$ cat src/rtl/shift_cmd_sequencer.sv
// Command front-end for the 8-bit barrel shifter: FIFO-buffered commands, multi-pass shifts, registered result.
// Optional build macro SHIFT_STATS_EN enables the saturating completed-command counter on stat_count_out.
//
// state | meaning
// IDLE  | no command in flight, waiting for the FIFO to hold an entry
// SHIFT | one shifter pass per cycle until the remaining amount is consumed
// DONE  | result held on res_data_out until the downstream handshake
module shift_cmd_sequencer #(
    parameter int DEPTH  = 4,
    parameter int ADDR_W = 2
) (
    input  logic        clk,
    input  logic        reset,
    input  logic        cmd_valid_in,
    output logic        cmd_ready_out,
    input  logic [7:0]  cmd_data_in,
    input  logic [3:0]  cmd_amt_in,
    input  logic        cmd_dir_in,
    output logic [7:0]  sh_a_out,
    output logic [2:0]  sh_amt_out,
    output logic        sh_sel_out,
    input  logic [7:0]  sh_y_in,
    output logic        res_valid_out,
    input  logic        res_ready_in,
    output logic [7:0]  res_data_out,
    output logic [15:0] stat_count_out
);
    localparam int CNT_W = ADDR_W + 1;

    typedef enum logic [1:0] {IDLE, SHIFT, DONE} state_t;

    state_t            state, state_nxt;
    logic [12:0]       fifo_mem [DEPTH];
    logic [ADDR_W-1:0] wr_ptr, rd_ptr;
    logic [CNT_W-1:0]  fifo_count;
    logic              fifo_empty, push, pop;
    logic [12:0]       head;

    logic [7:0]        wk_data;
    logic [3:0]        wk_rem;
    logic              wk_dir;
    logic [2:0]        pass_amt;
    logic              final_pass;
    logic              shift_step, res_load, res_clear;

    // Ready depends on the registered count only, so a full FIFO never accepts during a pop.
    assign cmd_ready_out = (fifo_count != CNT_W'(DEPTH));
    assign fifo_empty    = (fifo_count == '0);
    assign push          = cmd_valid_in && cmd_ready_out;
    assign head          = fifo_mem[rd_ptr];

    always_ff @(posedge clk) begin
        if (push) begin
            fifo_mem[wr_ptr] <= {cmd_data_in, cmd_amt_in, cmd_dir_in};
        end
    end

    always_ff @(posedge clk) begin
        if (reset) begin
            wr_ptr     <= '0;
            rd_ptr     <= '0;
            fifo_count <= '0;
        end else begin
            if (push) wr_ptr <= wr_ptr + 1'b1;
            if (pop)  rd_ptr <= rd_ptr + 1'b1;
            case ({push, pop})
                2'b10:   fifo_count <= fifo_count + 1'b1;
                2'b01:   fifo_count <= fifo_count - 1'b1;
                default: fifo_count <= fifo_count;
            endcase
        end
    end

    assign pass_amt   = (wk_rem > 4'd7) ? 3'd7 : wk_rem[2:0];
    assign final_pass = (wk_rem <= 4'd7);

    assign sh_a_out   = wk_data;
    assign sh_amt_out = pass_amt;
    assign sh_sel_out = wk_dir;

    always_ff @(posedge clk) begin
        if (reset) state <= IDLE;
        else       state <= state_nxt;
    end

    always_comb begin
        state_nxt = state;
        case (state)
            IDLE:    if (!fifo_empty) state_nxt = SHIFT;
            SHIFT:   if (final_pass) state_nxt = DONE;
            DONE:    if (res_ready_in) state_nxt = fifo_empty ? IDLE : SHIFT;
            default: state_nxt = IDLE;
        endcase
    end

    always_comb begin
        pop        = 1'b0;
        shift_step = 1'b0;
        res_load   = 1'b0;
        res_clear  = 1'b0;
        case (state)
            IDLE: pop = !fifo_empty;
            SHIFT: begin
                shift_step = 1'b1;
                res_load   = final_pass;
            end
            DONE: begin
                res_clear = res_ready_in;
                pop       = res_ready_in && !fifo_empty;
            end
            default: ;
        endcase
    end

    always_ff @(posedge clk) begin
        if (reset) begin
            wk_data       <= '0;
            wk_rem        <= '0;
            wk_dir        <= 1'b0;
            res_valid_out <= 1'b0;
            res_data_out  <= '0;
        end else begin
            if (pop) begin
                wk_data <= head[12:5];
                wk_rem  <= head[4:1];
                wk_dir  <= head[0];
            end else if (shift_step) begin
                wk_data <= sh_y_in;
                wk_rem  <= wk_rem - {1'b0, pass_amt};
            end
            if (res_load) begin
                res_data_out  <= sh_y_in;
                res_valid_out <= 1'b1;
            end else if (res_clear) begin
                res_valid_out <= 1'b0;
            end
        end
    end

`ifdef SHIFT_STATS_EN
    logic [15:0] stat_count;

    always_ff @(posedge clk) begin
        if (reset) begin
            stat_count <= '0;
        end else if (res_valid_out && res_ready_in && stat_count != 16'hFFFF) begin
            stat_count <= stat_count + 16'd1;
        end
    end

    assign stat_count_out = stat_count;
`else
    assign stat_count_out = 16'h0000;
`endif

endmodule

$ cat config.mk
export PLATFORM = sky130hd
export DESIGN_NAME = shift_cmd_sequencer
export DESIGN_NICKNAME = d
export VERILOG_FILES = /design/src/rtl/shift_cmd_sequencer.sv
export SDC_FILE = /design/constraint.sdc
export NUM_CORES = 1
export LEC_CHECK = 0
export ABC_AREA = 1
export CAP_MARGIN = 40
export CORE_ASPECT_RATIO = 0.7
export CORE_UTILIZATION = 54
export CTS_BUF_LIST = sky130_fd_sc_hd__clkbuf_4
export DETAILED_ROUTE_END_ITERATION = 16
export PLACE_DENSITY = 0.81
export SYNTH_ARGS = -nofsm -noshare
export SYNTH_HDL_FRONTEND = slang
export SYNTH_SLANG_ARGS = --single-unit
$ cat constraint.sdc
create_clock -name clk -period 2.91 [get_ports clk]
set_clock_uncertainty 0.2 [all_clocks]
set_input_delay 0.4365 -clock clk [delete_from_list [all_inputs] [get_ports clk]]
set_output_delay 0.4365 -clock clk [all_outputs]
set_load 0.05 [all_outputs]
# Word level (Yosys, flattened, before mapping)
# Memories as Yosys holds them, arrays and structs flattened. A register that Yosys moved wholly into a read port is not among the register bits.
# Cells that the tools add are included.
# op_classes
add_sub_neg,5
order_cmp,2
mux,21
n_reduce_logical,9
n_eq_ne,8
# ops
operator,n
8-bit two-way mux,2
2-bit two-way mux,5
1-bit two-way mux,8
4-bit two-way mux,2
"2-bit != test, second input constant",3
2-bit one-hot mux with 3 select lines,1
3-bit one-hot mux with 2 select lines,1
2-bit nonzero test,3
"2-bit by 1-bit adder with 2-bit output, second input constant",2
"2-bit by 1-bit equality test with 1-bit output, second input constant",2
"2-bit equality test, second input constant",2
"4-bit by 3-bit greater-than comparator with 1-bit output, second input constant",1
"4-bit by 3-bit <= comparator with 1-bit output, second input constant",1
4-bit by 3-bit subtractor with 4-bit output,1
"3-bit by 1-bit adder with 3-bit output, second input constant",1
3-bit zero test,1
3-bit two-way mux,1
"3-bit != test, second input constant",1
3-bit AND reduction,1
"3-bit by 1-bit subtractor with 3-bit output, second input constant",1
1-bit logical AND,2
2-bit zero test,1
1-bit one-hot mux with 2 select lines,1
1-bit zero test,1
# totals
memories,1
ramBits,52
elab_cells,55
reg_bits,31
in_bits,25
# mem_list
memory,words,width,rd,rd_clocked_by_memory_dff,write_ports,line,rtl
fifo_mem,4,13,1,1,1,33,logic [12:0] fifo_mem [DEPTH];

# Logic depth before layout (Yosys ltp)
# Gate-level depths: netlist of the first run.
# depth
word_depth,6
mapped_depth,11
depth_no_buf,11

# Worst setup path before layout of the first run
# Ideal clock, no wire load.
# synth_timing
path_type,register -> register
startpoint,reg fifo_count[0]
endpoint,reg fifo_count[2]
path_stages_with_launch,11
n_path_buf,0
path_slack_ns,0.375
synth_period_minus_slack_ns,2.535
t_required_ns,2.588
t_arrival_ns,2.213
cell_sequence,dfxtp_1 -> inv_1 -> nand3_1 -> nand2_1 -> ha_1 -> inv_1 -> fa_1 -> a21oi_1 -> o21ai_0 -> o21ai_0 -> a21oi_1
# synth_lines
item,line,rtl
"start, declared",35,logic [CNT_W-1:0] fifo_count;
"start signal, assigned",67,2'b10: fifo_count <= fifo_count + 1'b1;
"start signal, assigned",68,2'b01: fifo_count <= fifo_count - 1'b1;
"start signal, assigned",69,default: fifo_count <= fifo_count;
3-bit != test *,47,assign cmd_ready_out = (fifo_count != CNT_W'(DEPTH));
net cmd_ready_out,15,"output logic cmd_ready_out,"
1-bit logical AND *,49,assign push = cmd_valid_in && cmd_ready_out;
2-bit by 1-bit equality test with 1-bit output / 2-bit equality test (equally long branches),66,"case ({push, pop})"
3-bit one-hot mux with 2 select lines / 2-bit nonzero test (equally long branches),-,
# Mark *: on every way through the listed nets, which the timed path passes. The rest lies on a longest branch.
# A chain may end at the register's enable or synchronous reset.

# Final worst setup path of the first run
# layout_timing
startpoint,reg wk_rem[3]
endpoint,out sh_amt_out[1]
# layout_between
elab_chain_len,2
# layout_lines
item,line,rtl
"start, declared",40,logic [3:0] wk_rem;
"start signal, assigned",125,wk_rem <= head[4:1];
"start signal, assigned",129,"wk_rem <= wk_rem - {1'b0, pass_amt};"
4-bit by 3-bit greater-than comparator with 1-bit output,74,assign pass_amt = (wk_rem > 4'd7) ? 3'd7 : wk_rem[2:0];
3-bit two-way mux,74,
"end, declared",20,"output logic [2:0] sh_amt_out,"
# No other way between the ends.

==> results of run 1 <==
tightest hold or removal path, cell delays in order, from the launching register on:
cell	delay, ns
dfxtp_1	0.33
nand2_1	0.06
a21oi_1	0.05
sequential cells by signal (all words and copies together), names as in the netlist, named ones only:
register       flops
res_data_out       8
fifo_count         3
wk_rem             4
state              2
sh_a_out           8
fifo_mem          52
res_valid_out      1
wr_ptr             2
rd_ptr             2
sh_sel_out         1
where the power goes:
group	internal (mW)	switching [mW]	leakage (nW)	total (mW)
clock	0.445	0.397	0.0966	0.841
sequential	1.50	0.122	0.749	1.63
combinational	0.577	1.27	0.798	1.85
total	2.53	1.79	1.64	4.31
cell usage in the layout, fill, tap and decap left out, types with 16 or more instances in the layout:
cell	synthesis	layout
nor2_1	58	58
nand2_1	47	47
clkdlybuf4s50_1	0	46
conb_1	1	16
dfxtp_1	33	33
a21oi_1	23	23
inv_1	26	26
nand3_1	21	21
o21ai_0	32	32
edfxtp_1	52	52
per-layer routing:
layer  GRT usage  up-vias
met5           0        -
met4      0.0833        0
met3      0.0731       10
met2       0.365      103
met1       0.289     1252
li1            -     1281
logic make-up (layout without fill, tap and decap cells):
| kind of cell | after synthesis | after routing | synth area share |
|---|---|---|---|
| DFF | 85 | 85 | 0.620 |
| and+or+nand+nor | 134 | 134 | 0.153 |
| AOI/OAI and AO/OA | 74 | 74 | 0.110 |
| buffers and inverters | 59 | 99 | 0.0866 |
| adders and majority gates | 7 | 7 | 0.0265 |
| xor gates and xnor gates | 1 | 1 | 0.00244 |
| other | 1 | 16 | 0.00105 |
layout make-up:
type,instances,area [um^2]
clock buffer,10,75.1
fill,490,2060
multi-input combinational,232,1110
clock inverter,6,111
inverter,29,109
tap,78,97.6
timing repair buffer,54,520
sequential,85,2220
per-stage QoR:
| stage | util | setup WS, ns | cells | area, um^2 |
|---|---|---|---|---|
| after floorplan | - | 0.375 | 376 | 3640 |
| after global placement | 0.643 | 0.408 | 478 | 4060 |
| after detailed placement | 0.643 | 0.325 | 478 | 4060 |
| after CTS | 0.673 | 0.237 | 494 | 4240 |
| after global routing | 0.673 | 0.115 | 494 | 4240 |
| final | 0.673 | 0.245 | 494 | 4240 |
worst paths after layout:
kind	startpoint	end	slack [ns]	cells past startpoint
max reg2reg	fifo_count[0]	fifo_count[2]	0.65	10
min	res_data_out[6]	res_data_out[6]	0.27	2
min reg2reg	res_data_out[6]	res_data_out[6]	0.27	2
max	wk_rem[3]	sh_amt_out[1]	0.25	3
==> results.cfg, run 1 <==
[outcome]
status = completed

[logic_synthesis]
syn_area_um2 = 3580
synthArstFlopShare = 0
ys_seq_elements = 85
synthTopCellsByCount = nor2_1 (58), edfxtp_1 (52), nand2_1 (47)
syn_inst = 361
synth_top_area_cell = edfxtp_1
ys_seq_area_frac = 0.620
ys_warn_count = 0
syn_avg_cell_area_um2 = 9.93
ys.flop_type = edfxtp_1
synth_enable_flop_cells = 52
synth_top_cell_area_share = 0.436
synthTopCellsByArea = edfxtp_1 (44%), dfxtp_1 (18%), nor2_1 (6.1%)
synth_cell_types = 27
synth.most_common_cell = nor2_1

[sta]
relSlewSlack = 0.522
min_period_over_period = 0.916
hold_ws_ns = 0.271
worst_slew_pin_slew_ns = 0.716
hold_viol_final = 0
max_freq_mhz = 375
drv_slew = 0
setup_viol = 0
period_minus_slack_ns = 2.66
grt_setup_unrepaired = false
fin_tns_setup_ns = 0

[cts]
clk_pin_slew_ns = 0.14
clk_latency_ns = 0.44
cts_setup_buffers = 0
hold_buffers = 0
htree_levels = 3
cts_buffers = 9
clock_tree.root_cell = clkbuf_4
cts_tree = built
clock-sinks = 85
cts-resized-gates = 0
max-clock-path-buffers = 2

[finish]
drive_gt1_frac = 0.0745
fin_nets = 443
n_antenna_cell = 0
syn2layout_area_growth_pct = 18.4

[setup_path]
critPathCaptureType = primary output
worstPathRequired_ns = 2.27
arrival_ns = 2.03
path_class = reg2out
path_max_fanout = 13
slowest_stage = clkdlybuf4s50_1
critical_path.cell_chain = inv_1 > nand2_1 > clkdlybuf4s50_1
worstSetupStartpointType = flip-flop
cp_top_family = buffers and inverters
crit_buf_inv = 2
cpPeakStageDelay_ns = 0.80

[pwr]
leakage_nw = 1.64
power_mw = 4.31
peakVddDrop_uv = 553
powerDensity_nw_per_um2 = 1020

[placed_design]
dp_hpwl_um = 4860
portBuffers = 46
gp_congestion = 0.823

[job]
cap_violations = 0

[global_route]
first_global_vias = 2499
grt-ovfl-total = 0
grt_pass1_wl_um = 11800
grt_usage = 0.227
grt_max_degree = 26
antenna_found_initial = 0

[drt]
wirelength_met1_um = 3160
via_per_inst = 5.36
avgRoutedWirePerCell_um = 14.8
wl_met2_um = 3490
highest_layer = met4
drcViolationCount = 0
drt-total-wl_um = 7290
met3_length_um = 553
vias = 2646
drtIter0Drc = 162
firstDrtPassIters = 4
ant_nets = 0

[floorplan]
die-height_um = 70.2
die_area_um2 = 6970
core_area_um2 = 6310
die_x_um = 99.4
num_rows = 24
io_pins = 63
start_util = 0.568

[min_path]
hp-class = reg2reg
No activity file was read; power rests on OpenSTA's default activity.
==> run 2: changes to the inputs <==
- CAP_MARGIN: 40 -> 0
- CORE_MARGIN: default -> 2
- REMOVE_ABC_BUFFERS: default -> 1
==> run 2 against run 1 <==
Net effect:
- worst hold slack gained 0.0018 ns
- total power shrank 3.9%
- via count shrank 1.1%
- routed wire length shrank 3.3%
- global-route usage shrank 2.6 points
- count of clock-buffer cells in the layout shrank 1
==> results.cfg, run 2 (same netlist as run 1, synthesis figures left out) <==
[global_route]
grt-ovfl-total = 0
grt_pass1_wl_um = 11000
first_global_vias = 2437
grt_usage = 0.201
antenna_found_initial = 0
grt_max_degree = 26

[finish]
drive_gt1_frac = 0.0745
syn2layout_area_growth_pct = 17.8
n_antenna_cell = 0
largest_reg_flops = 52
multi_input_area_um2 = 1110
mostFrequentLayoutCells = nor2_1 (58), edfxtp_1 (52), nand2_1 (47)
nFillCells = 493
final_common_cell = nor2_1
fin_nets = 443
final_util = 0.666
fin_cells = 507
largest-register = fifo_mem
regArea_um2 = 2220

[cts]
htree_levels = 3
max-clock-path-buffers = 2
cts-resized-gates = 0
clock_tree.root_cell = clkbuf_4
clock-sinks = 85
hold_buffers = 0
cts_setup_buffers = 0
clk_latency_ns = 0.44
cts_tree = built
clk_pin_slew_ns = 0.13
cts_buffers = 9

[setup_path]
path_max_fanout = 13
critPathCaptureType = primary output
arrival_ns = 1.98
path_class = reg2out
r2r_setup_slack_ns = 0.69
worstPathRequired_ns = 2.27
worstSetupStartpointType = flip-flop

[placed_design]
portBuffers = 46
gp_congestion = 0.824
dp_hpwl_um = 4930
dpl.cell_count = 491

[min_path]
hp-class = reg2reg

[job]
cap_violations = 0

[sta]
period_minus_slack_ns = 2.62
min_period_over_period = 0.901
drv_slew = 0
fin_tns_setup_ns = 0
hold_ws_ns = 0.273
max_freq_mhz = 381
worst_slew_pin_slew_ns = 0.695
grt_setup_unrepaired = false
relSlewSlack = 0.536
hold_viol_final = 0
setup_viol = 0

[pwr]
powerDensity_nw_per_um2 = 982
power_mw = 4.15
peakVddDrop_uv = 450
leakage_nw = 1.62

[floorplan]
die_area_um2 = 7310
die_x_um = 101
start_util = 0.566
core_area_um2 = 6340
die-height_um = 72.2
num_rows = 24
io_pins = 63

[drt]
vias = 2616
drt-total-wl_um = 7050
firstDrtPassIters = 4
drtIter0Drc = 184
avgRoutedWirePerCell_um = 13.9
drcViolationCount = 0
ant_nets = 0
via_per_inst = 5.16

[outcome]
status = completed
==> run 2: changes by cell type in the layout (fill, tap and decap cells not counted) <==
cell / delta
bufinv_16: -2
clkinvlp_4: +1
clkbuf_4: -1
inv_6: +3
clkinv_2: -1
==> run 2: path summary, 6_finish.rpt <==
check | startpoint | endpoint | depth (start not counted)
max | wk_rem[3] | sh_amt_out[2] | 3
min reg2reg | res_data_out[7] | res_data_out[7] | 2
max reg2reg | fifo_count[1] | fifo_count[2] | 10
min | res_data_out[7] | res_data_out[7] | 2
==> run 2: power breakdown <==
part	internal, mW	switching [mW]	total (mW)
sequential	1.50	0.130	1.63
clock	0.272	0.412	0.684
combinational	0.576	1.25	1.83
total	2.35	1.79	4.15
==> run 2: cell type report <==
class                   count  area share
clock buffers               9      0.0160
repair buffers             54       0.123
inverters                  29      0.0258
multi-input cells         232       0.262
well taps                  91      0.0270
flip-flops and latches     85       0.527
clock inverters             7      0.0190
==> run 2: through the flow <==
step           cell area, um^2  setup slack (ns)
6_report                  4220             0.289
5_1_grt                   4220             0.149
4_1_cts                   4220             0.252
3_5_place_dp              4070             0.291
3_3_place_gp              4070             0.395
2_1_floorplan             3440             0.375
==> run 2: worst max-delay path: stages, from the launching register on <==
cell,delay [ns]
dfxtp_1,0.44
inv_1,0.21
nand2_1,0.11
clkdlybuf4s50_1,0.80
==> run 2: metal layers <==
| layer | wire length, um | share of wire | vias up | global-route usage |
|---|---|---|---|---|
| li1 | - | - | 1284 | - |
| met1 | 3240 | 0.46 | 1219 | 0.259 |
| met2 | 3270 | 0.46 | 98 | 0.331 |
| met3 | 438 | 0.062 | 15 | 0.0520 |
| met4 | 107 | 0.015 | 0 | 0.0751 |
| met5 | 0 | 0 | - | 0 |
